<file path="config.mk">
export PLATFORM = sky130hd
export DESIGN_NAME = instr_fetch
export DESIGN_NICKNAME = d
export VERILOG_FILES = /design/src/rtl/instr_fetch.sv
export SDC_FILE = /design/constraint.sdc
export NUM_CORES = 1
export LEC_CHECK = 0
export BUFFER_PORTS_ARGS = -buffer_cell sky130_fd_sc_hd__buf_2
export CAP_MARGIN = 20
export CORE_MARGIN = 2
export CORE_UTILIZATION = 37
export CTS_CLUSTER_DIAMETER = 30
export CTS_CLUSTER_SIZE = 8
export DETAILED_ROUTE_END_ITERATION = 6
export GPL_ROUTABILITY_DRIVEN = 0
export PLACE_DENSITY = 0.62
export SYNTH_ARGS = -nofsm -noshare
export SYNTH_HDL_FRONTEND = slang
export SYNTH_SLANG_ARGS = --single-unit
</file>
<file path="constraint.sdc">
create_clock -name w_clk -period 5.7 [get_ports w_clk]
set_input_delay 0.855 -clock w_clk [delete_from_list [all_inputs] [get_ports w_clk]]
set_output_delay 0.855 -clock w_clk [all_outputs]
set_load 0.02 [all_outputs]
</file>
<file path="src/rtl/instr_fetch.sv">
// instr_fetch: front-end fetch stage.
// Holds the fetch PC and issues word reads over a request/grant interface.
// Returned words are paired with their PCs and queued for decode.
// Branch and jump redirects drop every fetch that is in flight or buffered.
//
// Handshakes, valid/ready semantics:
//   - imem request side: an issue happens on a cycle where w_imem_req and
//     w_imem_gnt are both high. While req is high and gnt is low, req and addr
//     stay stable.
//   - imem response side: w_imem_rvalid has no backpressure. Responses come
//     back in issue order.
//   - decode side: a transfer happens on a cycle where w_instr_valid and
//     w_instr_ready are both high. While valid is high and ready is low,
//     instr and pc stay stable.
module instr_fetch #(
  parameter logic [31:0] RESET_PC = 32'h8002_0000,
  parameter int          DEPTH    = 2
) (
  input  logic        w_clk,
  input  logic        w_rst_n,
  output logic        w_imem_req,
  output logic [31:0] w_imem_addr_32,
  input  logic        w_imem_gnt,
  input  logic        w_imem_rvalid,
  input  logic [31:0] w_imem_rdata_32,
  input  logic        w_redirect,
  input  logic [31:0] w_redirect_pc_32,
  output logic        w_instr_valid,
  input  logic        w_instr_ready,
  output logic [31:0] w_instr_out_32,
  output logic [31:0] w_pc_32,
  output logic [1:0]  w_dbg_state_2
);

  // Counter width holds 0..DEPTH. Pointer width indexes DEPTH entries.
  localparam int             CW      = $clog2(DEPTH + 1);
  localparam int             PW      = $clog2(DEPTH);
  localparam logic [CW:0]    DEPTH_C = (CW + 1)'(DEPTH);

  typedef enum logic [1:0] {
    S_IDLE  = 2'd0,
    S_RUN   = 2'd1,
    S_FLUSH = 2'd2
  } state_e;

  state_e          state_q, state_d;
  logic [31:0]     pc_q, pc_d;
  logic [CW-1:0]   inflight_q, inflight_d;
  logic [CW-1:0]   discard_q, discard_d;
  logic [CW-1:0]   buf_cnt_q, buf_cnt_d;
  logic [31:0]     pcq_mem_q [DEPTH];
  logic [31:0]     pcq_mem_d [DEPTH];
  logic [PW-1:0]   pcq_wr_q, pcq_wr_d;
  logic [PW-1:0]   pcq_rd_q, pcq_rd_d;
  logic [31:0]     fifo_data_q [DEPTH];
  logic [31:0]     fifo_data_d [DEPTH];
  logic [31:0]     fifo_pc_q [DEPTH];
  logic [31:0]     fifo_pc_d [DEPTH];

  logic            issue;
  logic            resp;
  logic            resp_keep;
  logic            pop;
  logic [CW:0]     occ;
  logic [CW-1:0]   wr_idx;
  logic [31:0]     resp_pc;

  // Event decode and outputs. A slot freed by this cycle's decode pop can be
  // refilled in the same cycle, which keeps the stream at one word per cycle.
  always_comb begin
    w_instr_valid  = (buf_cnt_q != '0);
    pop            = w_instr_valid & w_instr_ready;
    occ            = {1'b0, inflight_q} + {1'b0, buf_cnt_q} - {{CW{1'b0}}, pop};
    w_imem_req     = (state_q != S_IDLE) && (occ < DEPTH_C);
    w_imem_addr_32 = pc_q;
    issue          = w_imem_req & w_imem_gnt;
    // A response with nothing outstanding is a protocol error, so it is ignored.
    resp           = w_imem_rvalid & (inflight_q != '0);
    resp_keep      = resp & (discard_q == '0) & ~w_redirect;
    resp_pc        = pcq_mem_q[pcq_rd_q];
    w_instr_out_32 = fifo_data_q[0];
    w_pc_32        = fifo_pc_q[0];
    w_dbg_state_2  = state_q;
  end

  // Fetch PC and the queue of issued PCs awaiting their responses.
  always_comb begin
    pc_d      = pc_q;
    pcq_mem_d = pcq_mem_q;
    pcq_wr_d  = pcq_wr_q;
    pcq_rd_d  = pcq_rd_q;
    if (issue) begin
      pcq_mem_d[pcq_wr_q] = pc_q;
      pcq_wr_d            = pcq_wr_q + PW'(1);
      pc_d                = pc_q + 32'd4;
    end
    if (resp) begin
      pcq_rd_d = pcq_rd_q + PW'(1);
    end
    // The redirect-cycle issue still used the old PC. The new target applies
    // from the next cycle.
    if (w_redirect) begin
      pc_d = w_redirect_pc_32 & ~32'h3;
    end
  end

  // In-flight, discard and buffered counters.
  always_comb begin
    inflight_d = inflight_q;
    if (issue && !resp) begin
      inflight_d = inflight_q + CW'(1);
    end else if (resp && !issue) begin
      inflight_d = inflight_q - CW'(1);
    end

    discard_d = discard_q;
    if (resp && (discard_q != '0)) begin
      discard_d = discard_q - CW'(1);
    end
    // Every fetch still outstanding after this cycle belongs to the old path.
    if (w_redirect) begin
      discard_d = inflight_d;
    end

    buf_cnt_d = buf_cnt_q + {{(CW-1){1'b0}}, resp_keep} - {{(CW-1){1'b0}}, pop};
    if (w_redirect) begin
      buf_cnt_d = '0;
    end
  end

  // Output FIFO as a shift queue, so entry 0 is always the registered head.
  always_comb begin
    fifo_data_d = fifo_data_q;
    fifo_pc_d   = fifo_pc_q;
    wr_idx      = buf_cnt_q - {{(CW-1){1'b0}}, pop};
    if (pop) begin
      for (int i = 0; i < DEPTH - 1; i++) begin
        fifo_data_d[i] = fifo_data_q[i+1];
        fifo_pc_d[i]   = fifo_pc_q[i+1];
      end
    end
    if (resp_keep) begin
      for (int i = 0; i < DEPTH; i++) begin
        if (CW'(i) == wr_idx) begin
          fifo_data_d[i] = w_imem_rdata_32;
          fifo_pc_d[i]   = resp_pc;
        end
      end
    end
  end

  // Next-state logic: leave IDLE once after reset. Stay in FLUSH while stale responses remain.
  always_comb begin
    state_d = state_q;
    case (state_q)
      S_IDLE:  state_d = S_RUN;
      S_RUN:   if (w_redirect && (discard_d != '0)) state_d = S_FLUSH;
      S_FLUSH: if (discard_d == '0) state_d = S_RUN;
      default: state_d = S_IDLE;
    endcase
  end

  // State registers with asynchronous active-low reset.
  always_ff @(posedge w_clk or negedge w_rst_n) begin
    if (!w_rst_n) begin
      state_q    <= S_IDLE;
      pc_q       <= RESET_PC;
      inflight_q <= '0;
      discard_q  <= '0;
      buf_cnt_q  <= '0;
      pcq_wr_q   <= '0;
      pcq_rd_q   <= '0;
      for (int i = 0; i < DEPTH; i++) begin
        pcq_mem_q[i]   <= '0;
        fifo_data_q[i] <= '0;
        fifo_pc_q[i]   <= '0;
      end
    end else begin
      state_q     <= state_d;
      pc_q        <= pc_d;
      inflight_q  <= inflight_d;
      discard_q   <= discard_d;
      buf_cnt_q   <= buf_cnt_d;
      pcq_wr_q    <= pcq_wr_d;
      pcq_rd_q    <= pcq_rd_d;
      pcq_mem_q   <= pcq_mem_d;
      fifo_data_q <= fifo_data_d;
      fifo_pc_q   <= fifo_pc_d;
    end
  end

endmodule

</file>
==> summary.md, run 1 <==
| Metric | Value |
|---|---|
| I/O pins | 170 |
| Unrepaired setup endpoints after global routing | false |
| Total Nets Final | 1,114 |
| Signal arrival time at the worst endpoint | roughly 4.5 ns |
| #FFs+latches synth | ~230 |
| Post-Synth Adder-Cell Area | less than 1% |
| Drt first pass iters | 4 |
| Synth Area in Compound Gates | a little under 7% |
| Number of resized instances in the post-cts repair step | 0 |
| Count of distinct cell types in the synthesized netlist | 47 |
| Sequential cell area fraction in the yosys report | 53.6% |
| Vias after detailed routing | about 7,000 |
| Violation count after the first detailed-route iteration | roughly 360 |
| Delay of the slowest cell on the worst path | ~0.70 ns |
| Average cell area after synthesis | 11.5 um^2 |
| Largest cells by area after synthesis | sky130_fd_sc_hd__dfrtp_1 (53%), sky130_fd_sc_hd__mux2_2 (13%), sky130_fd_sc_hd__mux2i_1 (6.2%) |
| TritonCTS clock tree | done |
| Multi-input gate area | 4190 um^2 |
| Drt wl/cell | ~16 um |
| Status | finished clean |
| Fill cell count | 2,558 |
| Layout overhead on the synthesized area | 24.2% |
| Cell at the slowest stage of the critical path | sky130_fd_sc_hd__nand2_1 |
| Asr flop ratio synth | 100% |
| Number of global-route vias before repair | roughly 7,000 |
| Input/output buffers | 165 |
| Maximum fanout along the worst path | 18 |
| Crit path buffers/inverters | 2 |
| Hold Worst Slack | about 0.38 ns |
| Final total power | a little under 8 mW |
| Leading cell type in the layout, fill and taps excluded | sky130_fd_sc_hd__dfrtp_1 |
| Final number of setup-violating endpoints | 0 |
| Yosys warning count | 0 |
| Cell taking the most area after synthesis | sky130_fd_sc_hd__dfrtp_1 |
| Worst slew slack as a fraction of its limit | between 20% and 30% |
| Synth Area in Simple Gates | 9.19% |
| Finished layout cell area | 13,100 um^2 |
| Starting utilization of the core area | between 30 and 40% |
| Commonest non-fill, non-tap cells in the layout | sky130_fd_sc_hd__dfrtp_1 (223), sky130_fd_sc_hd__buf_2 (164), sky130_fd_sc_hd__mux2_2 (122) |
| Post-place instance area | between 10,000 and 15,000 um^2 |
| Std-Cell Rows | approximately 60 |
| Remaining routing DRC violations | 0 |
| Buffer count from post-CTS setup fixing | 0 |
| Worst-case clock buffer depth | 3 |
| Final core area utilization | between 40% and 50% |
| Cell area after synthesis | 10,600 um^2 |
| Largest net degree at the start of global routing | 123 |
| Number of nets still failing antenna checks after routing | 0 |
| Total routing usage reported by global routing | between 10% and 20% |
| Cell area power density | 603 nW/um^2 |
| Time the final worst path needs with I/O delays and setup | 4.05 ns |
| Fraction of layout cells with a size suffix above 1 | ~37% |
| Final Routed Wirelength | approximately 24,000 um |
| Top flip-flop cell by instance count after synthesis | sky130_fd_sc_hd__dfrtp_1 |
| Share of Yosys cell area claimed by the top area cell type | about 53% |
| Required time reported for the critical path endpoint | 6.10 ns |
| Multiplexer share of the synthesized area | 19.2% |
| Class of the tightest hold or removal check | input port to asynchronous set/reset pin |
| Overflow left after global routing | 0 |
| H-tree depth | 2 |
| Syn Inst Count | 921 |
| Max-slew violation total from the final report | 0 |
| Final Hold Fails | 0 |
| Static leakage power | between 6 and 7 nW |
| Chip width | between 150 and 200 um |
| Startpoint kind of the worst setup timing path | flop |
| Mean number of vias per cell | about 4.8 |
| Initial antenna violation count | 3 |
| CTS Sinks | 226 |
| Clock slew at the register clock pins of the worst setup and hold paths | roughly 0.050 ns |
| Worst supply voltage drop on vdd | ~300 uV |
| Crit path cell chain | o21ai_4, buf_16, nor2_1, o21ai_0, fa_1, xnor2_2, nor2_4, nand2_1, buf_4, mux2_2 |
| Number of buffers inserted during clock tree synthesis | 53 |
| Crit path max-delay family | simple AND/OR/NAND/NOR gates |
| Number of enable-type register cells in the synthesized netlist | 0 |
| Post-CTS Hold Buffers | 0 |
| Total Negative Setup Slacks | 0 ns |
| Library cell used as clock root buffer | sky130_fd_sc_hd__clkbuf_16 |
| First-pass GRT wire length | ~38,000 um |
| Setup crit end kind | flop |
| Source-to-sink clock delay at the later pin of the worst-skew pair | ~0.54 ns |
| Max-cap viol count | 0 |
| DP HPWL | ~15,000 um |
| Reg area | between 5000 and 6000 um^2 |
| Combinational family with the most area after synthesis | multiplexers |
| Maximum frequency from static timing analysis | about 250 MHz |
| Share of the clock period used by the worst path after layout | about 71% |
| Worst Max-Slew Pin Slew | approximately 1.1 ns |
| Post-Synth XOR/XNOR Area | approximately 3.2% |
| Clk_skew | around 0.019 ns |
| Type of the worst setup path | flop to flop |
| Die Footprint | about 30,000 um^2 |
| Placeable core region | around 28,000 um^2 |
| Die Y-Extent | around 170 um |
## worst paths after layout
kind                                            from                          end  slack [ns]  cells past startpoint
max reg2reg                   buf_cnt_q[1]$_DFF_PN0_    pcq_mem_q[19]$_DFFE_PN0P_        1.65                     10
max                           buf_cnt_q[1]$_DFF_PN0_    pcq_mem_q[19]$_DFFE_PN0P_        1.65                     10
min                                          w_rst_n  w_instr_out_32[5]$_DFF_PN0_        0.38                      1
min reg2reg                fifo_pc_q[20]$_DFFE_PN0P_    fifo_pc_q[20]$_DFFE_PN0P_        0.47                      2
max in group asynchronous                    w_rst_n        w_pc_32[16]$_DFF_PN0_        4.16                      2
min in group w_clk         fifo_pc_q[20]$_DFFE_PN0P_    fifo_pc_q[20]$_DFFE_PN0P_        0.47                      2
## report_power, final
part	internal, mW	total, mW	switching (mW)	leakage, nW
registers	2.19	2.59	0.395	2.89
logic	1.07	2.33	1.26	2.61
clock network	2.10	2.98	0.887	0.871
## cell families after synthesis
group	count (synthesis)
compound gates	138
mux	187
simple gates	203
flops	226
other cells	1
xor+xnor	38
buf+inv	122
fa+ha+maj	6
## through the flow
step	instances	worst slack, ns
5_1_grt	1458	1.38
6_report	1460	1.65
2_1_floorplan	922	2.57
3_5_place_dp	1360	1.18
4_1_cts	1457	1.25
3_3_place_gp	1360	1.20
## synth_stat cells, drive strengths merged, types with 4 or more instances
master,count
xor2,21
mux2,122
nand3,16
mux2i,65
dfrtp,224
o21ai,96
a21oi,34
inv,9
ha,5
and3,5
nand4,12
nor3,6
xnor2,17
nand2,104
nor2b,4
buf,93
clkbuf,20
nor4,5
nor2,42
## flip-flops by register name, summed over array words and instances (netlist names), 2 cells and up
register,flops
w_instr_out_32,32
w_pc_32,32
w_dbg_state_2,2
fifo_data_q,32
pcq_mem_q,60
w_imem_addr_32,30
discard_q,2
buf_cnt_q,2
inflight_q,2
fifo_pc_q,30
## metal layers
| metal | global-route usage, % | up-vias | wire, um |
|---|---|---|---|
| met4 | 4.87 | 2 | 466 |
| met2 | 24.5 | 186 | 10600 |
| met5 | 0 | - | 12 |
| li1 | - | 3378 | - |
| met1 | 21.8 | 3390 | 11000 |
| met3 | 4.46 | 44 | 1490 |
## final cells by class
cell class,instances,share of cell area [%]
timing repair buffer,174,7.14
tap,378,3.61
inverter,9,0.258
sequential,226,43.2
antenna,2,0.0382
multi-input combinational,574,32.0
clock buffer,69,11.1
clock inverter,28,2.65
Note: power is estimated with default switching activity, not from simulation.
==> run 2, diff against run 1 <==
PLACE_DENSITY = 0.64   (was 0.62)
clock period = 3.7 ns   (was 5.7 ns; I/O delays follow)
==> summary.md, run 2 (synthesis results as in run 1) <==
| Metric | Value |
|---|---|
| Status | finished clean |
| Delay of the slowest cell on the worst path | 0.49 ns (-0.21 ns) |
| Worst supply voltage drop on vdd | 469 uV (+56%) |
| Fill cell count | 2,548 (-0.39%) |
| Register share of total power | 31.1% (-1.6 points) |
| Total Negative Setup Slacks | 0 ns (unchanged) |
| Crit path cell chain | o21ai_4, nor2_1, o21ai_0, fa_1, xnor2_2, nor2_1, buf_2 |
| Share of the clock period used by the worst path after layout | between 80 and 90% |
| Library cell used as clock root buffer | sky130_fd_sc_hd__clkbuf_16 |
| Required time reported for the critical path endpoint | 3.14 ns (-2.96 ns) |
| Max-cap viol count | 0 (unchanged) |
| Number of resized instances in the post-cts repair step | 0 (unchanged) |
| Number of nets still failing antenna checks after routing | 0 (unchanged) |
| Worst Slack Setup Final | 0.376 ns (-1.27 ns) |
| Buffer count from post-CTS setup fixing | 0 (unchanged) |
| Final core area utilization | 48.0% (+1.1 points) |
| Final Routed Wirelength | 23,800 um (+0.86%) |
| Most Frequent Cell on Critical Path | sky130_fd_sc_hd__nor2_1 |
| Type of the worst setup path | flop to output pin |
| Commonest non-fill, non-tap cells in the layout | sky130_fd_sc_hd__dfrtp_1 (223), sky130_fd_sc_hd__buf_2 (164), sky130_fd_sc_hd__mux2_2 (122) |
| Total Nets Final | 1,125 (+0.99%) |
| Leading cell type in the layout, fill and taps excluded | sky130_fd_sc_hd__dfrtp_1 |
| Worst Max-Slew Pin Slew | 1.05 ns (-0.0128 ns) |
| Final total power | 12.9 mW (+63%) |
| Number of global-route vias before repair | 7,261 (+3.2%) |
| Fraction of layout cells with a size suffix above 1 | 38.1% (+0.82 points) |
| Post-place instance area | 11,300 um^2 (+0.53%) |
| DP HPWL | 15,100 um (+1.7%) |
| Class of the tightest hold or removal check | input port to asynchronous set/reset pin |
| Die Y-Extent | 173 um (unchanged) |
| Cell at the slowest stage of the critical path | sky130_fd_sc_hd__dfrtp_1 |
| Pre-CTS WS | 0.523 ns (-0.655 ns) |
| Max-slew violation total from the final report | 0 (unchanged) |
| Maximum fanout along the worst path | 5 (-13) |
| Vias after detailed routing | 7,079 (+1.1%) |
| CTS Sinks | 226 (unchanged) |
| Std-Cell Rows | 61 (unchanged) |
| Chip width | 173 um (unchanged) |
| Maximum frequency from static timing analysis | approximately 300 MHz |
| Post-CTS Hold Buffers | 0 (unchanged) |
| Startpoint kind of the worst setup timing path | flop |
| Placeable core region | 27,900 um^2 (unchanged) |
| Largest net degree at the start of global routing | 88 (-28%) |
| Signal arrival time at the worst endpoint | 2.77 ns (-1.69 ns) |
| Total routing usage reported by global routing | 16.0% (+0.14 points) |
| Mean number of vias per cell | 4.80 (+0.10%) |
| Layout overhead on the synthesized area | 27.0% |
| Violation count after the first detailed-route iteration | 402 (+12%) |
| Remaining routing DRC violations | 0 (unchanged) |
| Unrepaired setup endpoints after global routing | false |
| Time the final worst path needs with I/O delays and setup | about 3.3 ns |
| Worst-case clock buffer depth | 3 (unchanged) |
| Sw frac | 31.3% (-0.94 points) |
| Drt wl/cell | 16.1 um (-0.16%) |
| Register-to-Register Setup Slack | 0.69 ns (-0.96 ns) |
| Number of flip-flops in the largest register | 60 (unchanged) |
| Overflow left after global routing | 0 (unchanged) |
| Final number of setup-violating endpoints | 0 (unchanged) |
| Initial antenna violation count | 1 (-2) |
| Static leakage power | 6.55 nW (+2.7%) |
| Starting utilization of the core area | 37.8% (unchanged) |
| H-tree depth | 2 (unchanged) |
| Cell area power density | 959 nW/um^2 (+59%) |
| Worst slew slack as a fraction of its limit | 29.9% (+1.0 points) |
| First-pass GRT wire length | 38,800 um (+1.5%) |
| Number of buffers inserted during clock tree synthesis | 56 (+5.7%) |
| TritonCTS clock tree | done |
| Input/output buffers | 165 (unchanged) |
| Fraction of power consumed by the clock network | 40.5% (+2.8 points) |
| Clk_skew | 0.0164 ns (-0.00274 ns) |
| Reported net switching power | 4.02 mW (+58%) |
| Reg with most FFs | pcq_mem_q |
| I/O pins | 170 (unchanged) |
| Drt first pass iters | 5 (+1) |
| Internal portion of total power | 8.83 mW (+65%) |
| Clock slew at the register clock pins of the worst setup and hold paths | 0.04 ns (about the same) |
| Final Hold Fails | 0 (unchanged) |
| Finished layout cell area | 13,400 um^2 (+2.3%) |
| Source-to-sink clock delay at the later pin of the worst-skew pair | 0.54 ns (about the same) |
| Die Footprint | 29,900 um^2 (unchanged) |
| Comb power frac | 28.3% (-1.2 points) |
| Setup crit end kind | output pin |
-- run 2: changes by cell type in the layout (fill, tap and decap cells not counted), moves of 2 or more --
| cell | before | now |
|---|---|---|
| sky130_fd_sc_hd__buf_4 | 7 | 15 |
| sky130_fd_sc_hd__clkbuf_8 | 5 | 12 |
| sky130_fd_sc_hd__clkinvlp_4 | 7 | 2 |
| sky130_fd_sc_hd__bufinv_16 | 7 | 11 |
| sky130_fd_sc_hd__clkbuf_16 | 54 | 57 |
| sky130_fd_sc_hd__clkinv_2 | 12 | 10 |
| sky130_fd_sc_hd__inv_6 | 0 | 2 |
-- run 2: cell type report --
type | count | area (um^2) | share of cell area, %
clock inverters | 25 | 413 | 3.08
clock buffers | 80 | 1630 | 12.2
multi-input cells | 574 | 4190 | 31.3
repair buffers | 182 | 996 | 7.43
inverters | 9 | 33.8 | 0.252
diodes | 1 | 2.50 | 0.0187
flip-flops and latches | 226 | 5660 | 42.2
well taps | 378 | 473 | 3.53
-- run 2: per-layer routing --
layer / global-route usage, % / vias to the layer above / routed length (um)
li1: - / 3389 / -
met1: 20.7 / 3446 / 10600
met2: 26.7 / 200 / 11200
met3: 4.02 / 42 / 1550
met4: 4.80 / 2 / 436
met5: 0 / - / 13
-- run 2: worst paths after layout --
| path | cells after the start | start | end |
|---|---|---|---|
| min in group w_clk | 3 | w_redirect_pc_32[2] | w_imem_addr_32[2]$_DFFE_PN0N_ |
| max in group asynchronous | 2 | w_rst_n | fifo_data_q[18]$_DFFE_PN0P_ |
| hold reg to reg | 2 | fifo_pc_q[2]$_DFFE_PN0P_ | fifo_pc_q[2]$_DFFE_PN0P_ |
| hold / removal | 1 | w_rst_n | w_imem_addr_32[23]$_DFFE_PN0N_ |
| setup / recovery | 7 | buf_cnt_q[1]$_DFF_PN0_ | w_imem_req |
| setup reg to reg | 9 | buf_cnt_q[1]$_DFF_PN0_ | pcq_mem_q[19]$_DFFE_PN0P_ |
-- run 2: power by group through the flow --
stage	logic, mW	clock network, mW	registers [mW]
after floorplan	3.12	0	3.83
after global placement	3.57	0	4.00
after detailed placement	3.65	0	4.04
after CTS	3.68	5.30	4.01
after global routing	4.00	5.44	4.13
final	3.64	5.21	4.00
-- run 2: through the flow --
step / instances / hold slack [ns]
global route: 1474 / 0.0671
finish: 1475 / 0.0300
floorplan: 922 / 0.259
detailed placement: 1368 / 0.469
CTS: 1473 / 0.0478
global placement: 1368 / 0.458
-- run 2: worst max-delay path: cells and delay by family, from the launching register on --
| kind | cells | cell delay, ns |
|---|---|---|
| AO/OA/AOI/OAI | 2 | 0.23 |
| AND/OR/NAND/NOR | 2 | 0.39 |
| flip-flops | 1 | 0.49 |
| buffers and inverters | 1 | 0.19 |
| adder cells (fa/ha/maj) | 1 | 0.45 |
| XOR/XNOR | 1 | 0.49 |
==> run 3, diff against run 2 <==
ABC_AREA = 1   (was default)
==> summary.md, run 3 <==
| Metric | Value |
|---|---|
| Min-delay src | w_redirect_pc_32[29] |
| Input/output buffers | 165 (unchanged) |
| Total Nets Final | 1,466 (+30%) |
| Top flip-flop cell by instance count after synthesis | sky130_fd_sc_hd__dfrtp_1 |
| Leading post-synthesis cells by instance count | sky130_fd_sc_hd__nand2_1 (336), sky130_fd_sc_hd__dfrtp_1 (224), sky130_fd_sc_hd__nor2_1 (118) |
| Number of global-route vias before repair | 8,703 (+20%) |
| Time the final worst path needs with I/O delays and setup | 2.97 ns (-0.351 ns) |
| #FFs+latches synth | 226 (unchanged) |
| TritonCTS clock tree | done |
| Number of buffers inserted during clock tree synthesis | 53 (-5.4%) |
| Starting utilization of the core area | 37.6% (-0.20 points) |
| Remaining routing DRC violations | 0 (unchanged) |
| Cell area power density | 991 nW/um^2 (+3.4%) |
| Most Frequent Cell on Critical Path | sky130_fd_sc_hd__nand2_1 |
| Violation count after the first detailed-route iteration | 566 (+41%) |
| Vias after detailed routing | 8,939 (+26%) |
| Share of Yosys cell area claimed by the top area cell type | 50.2% (-2.9 points) |
| Std-Cell Rows | 63 (+3.3%) |
| DP HPWL | 17,900 um (+19%) |
| First-pass GRT wire length | 45,600 um (+17%) |
| Layout overhead on the synthesized area | 22.9% |
| Commonest non-fill, non-tap cells in the layout | sky130_fd_sc_hd__nand2_1 (335), sky130_fd_sc_hd__dfrtp_1 (224), sky130_fd_sc_hd__buf_2 (164) |
| Final Hold Fails | 0 (unchanged) |
| Clock slew at the register clock pins of the worst setup and hold paths | 0.05 ns (about the same) |
| Syn Inst Count | 1,284 (+39%) |
| Cell at the slowest stage of the critical path | sky130_fd_sc_hd__dfrtp_1 |
| Number of nets still failing antenna checks after routing | 0 (unchanged) |
| Max-slew violation total from the final report | 0 (unchanged) |
| Final total power | 13.6 mW (+5.8%) |
| I/O pins | 170 (unchanged) |
| Die Footprint | 31,600 um^2 (+5.7%) |
| Max-cap viol count | 0 (unchanged) |
| Count of distinct cell types in the synthesized netlist | 40 (-15%) |
| Worst supply voltage drop on vdd | 432 uV (-8.0%) |
| Overflow left after global routing | 0 (unchanged) |
| Average cell area after synthesis | 8.70 um^2 (-24%) |
| Crit path cell chain | inv_2, nand2_2, nand2_4, inv_4, nand2_2, nand2_2, nand2_1, fa_1, inv_1, nand2_1, nand2_1, nand2_1, nor2_1, buf_2 |
| Static leakage power | 6.79 nW (+3.7%) |
| Source of the critical timing path | buf_cnt_q[1]$_DFF_PN0_ |
| Final Routed Wirelength | 27,900 um (+17%) |
| Number of resized instances in the post-cts repair step | 0 (unchanged) |
| Drt first pass iters | 5 (unchanged) |
| Total routing usage reported by global routing | 17.9% (+1.9 points) |
| Sequential cell area fraction in the yosys report | 50.7% (-2.9 points) |
| Signal arrival time at the worst endpoint | 2.42 ns (-0.35 ns) |
| Drt wl/cell | 15.3 um (-5.3%) |
| Cell taking the most area after synthesis | sky130_fd_sc_hd__dfrtp_1 |
| Crit path max-delay family | simple AND/OR/NAND/NOR gates |
| CTS Sinks | 226 (unchanged) |
| Antenna cells | 0 (-1) |
| Fraction of layout cells with a size suffix above 1 | 25.0% (-13 points) |
| Startpoint kind of the worst setup timing path | flop |
| Share of the clock period used by the worst path after layout | 80.4% (-9.5 points) |
| Final core area utilization | 46.2% (-1.8 points) |
| Setup crit end kind | output pin |
| Final number of setup-violating endpoints | 0 (unchanged) |
| Yosys warning count | 0 (unchanged) |
| Leading cell type in the layout, fill and taps excluded | sky130_fd_sc_hd__nand2_1 |
| Worst-case clock buffer depth | 3 (unchanged) |
| Total Negative Setup Slacks | 0 ns (unchanged) |
| Required time reported for the critical path endpoint | 3.14 ns (about the same) |
| Number of enable-type register cells in the synthesized netlist | 0 (unchanged) |
| Clk_skew | 0.0184 ns (+0.00202 ns) |
| Die Y-Extent | 178 um (+2.8%) |
| Library cell used as clock root buffer | sky130_fd_sc_hd__clkbuf_16 |
| Number of flip-flops in the largest register | 60 (unchanged) |
| Maximum frequency from static timing analysis | 336 MHz (+12%) |
| Status | finished clean |
| Mean number of vias per cell | 4.90 (+2.1%) |
| Unrepaired setup endpoints after global routing | false |
| Reg with most FFs | pcq_mem_q |
| Worst Max-Slew Pin Slew | 0.861 ns (-0.191 ns) |
| Type of the worst setup path | flop to output pin |
| H-tree depth | 2 (unchanged) |
| Worst slew slack as a fraction of its limit | 42.6% (+13 points) |
| Source-to-sink clock delay at the later pin of the worst-skew pair | 0.54 ns (about the same) |
| Largest net degree at the start of global routing | 81 (-8.0%) |
| Launching point of the worst reg2reg path | buf_cnt_q[1]$_DFF_PN0_ |
| Placeable core region | 29,700 um^2 (+6.4%) |
| Chip width | 178 um (+2.8%) |
| Delay of the slowest cell on the worst path | 0.42 ns (-0.07 ns) |
| Crit path buffers/inverters | 4 (+3) |
| Buffer count from post-CTS setup fixing | 0 (unchanged) |
| Initial antenna violation count | 0 (-1) |
| Largest cells by area after synthesis | sky130_fd_sc_hd__dfrtp_1 (50%), sky130_fd_sc_hd__nand2_1 (11%), sky130_fd_sc_hd__buf_4 (4.7%) |
| Top-count cell post-synth | sky130_fd_sc_hd__nand2_1 |
| Post-CTS Hold Buffers | 1 (+1) |
| Cell area after synthesis | 11,200 um^2 (+5.8%) |
| Register-to-Register Setup Slack | 1.02 ns (+0.33 ns) |
| Asr flop ratio synth | 100% (unchanged) |
| Class of the tightest hold or removal check | input port to flop |
| Maximum fanout along the worst path | 4 (-1) |
## run 3: worst reg2reg max path: cells and delay by family, from the launching register on
kind                       cells  cell delay (ns)
and+or+nand+nor                9             1.03
adders and majority gates      1             0.51
buffers and inverters          4             0.49
DFF                            1             0.42
AOI/OAI and AO/OA              1             0.09
## run 3: stage by stage
stage	cells	instance area, um^2	setup slack (ns)	hold slack, ns
floorplan	1285	11200	1.22	0.259
global placement	1724	11800	0.959	0.466
detailed placement	1724	11800	0.936	0.473
CTS	1824	13700	0.695	0.208
global route	1824	13700	0.537	0.217
finish	1824	13700	0.727	0.228
## run 3: area by class of cell
class | count | area (um^2)
flip-flops and latches | 226 | 5660
fillers | 2879 | 16000
inverters | 98 | 370
clock buffers | 74 | 1520
repair buffers | 182 | 1020
multi-input cells | 829 | 4260
well taps | 390 | 488
clock inverters | 25 | 419
## run 3: where the power goes
part           switching [mW]  internal [mW]
Clock                    1.44           3.53
Sequential              0.698           3.61
Combinational            2.79           1.53
## run 3: per-layer routing
metal	vias up	share of wire [%]	GRT usage [%]	wire length, um
li1	4369	-	-	-
met1	4274	47	25.1	13000
met2	259	45	28.3	12600
met3	37	6.2	3.36	1740
met4	0	1.7	5.05	461
met5	-	0	0	0
## run 3: cells by family after synthesis
| family | count (synthesis) | synth area share [%] |
|---|---|---|
| AO/OA/AOI/OAI | 278 | 16.4 |
| flip-flops | 226 | 50.7 |
| adder cells (fa/ha/maj) | 6 | 0.739 |
| AND/OR/NAND/NOR | 517 | 18.9 |
| other | 1 | 0.0336 |
| buffers and inverters | 230 | 11.2 |
| XOR/XNOR | 26 | 2.04 |
## run 3: worst paths after layout
kind	end	cells past startpoint
worst max-delay path	w_imem_req	14
worst min-delay path	w_imem_addr_32[29]$_DFFE_PN0N_	3
worst max register to register	pcq_mem_q[35]$_DFFE_PN0P_	15
worst min register to register	pcq_mem_q[17]$_DFFE_PN0P_	2
max in group asynchronous	fifo_data_q[17]$_DFFE_PN0P_	3
min in group asynchronous	inflight_q[0]$_DFF_PN0_	2
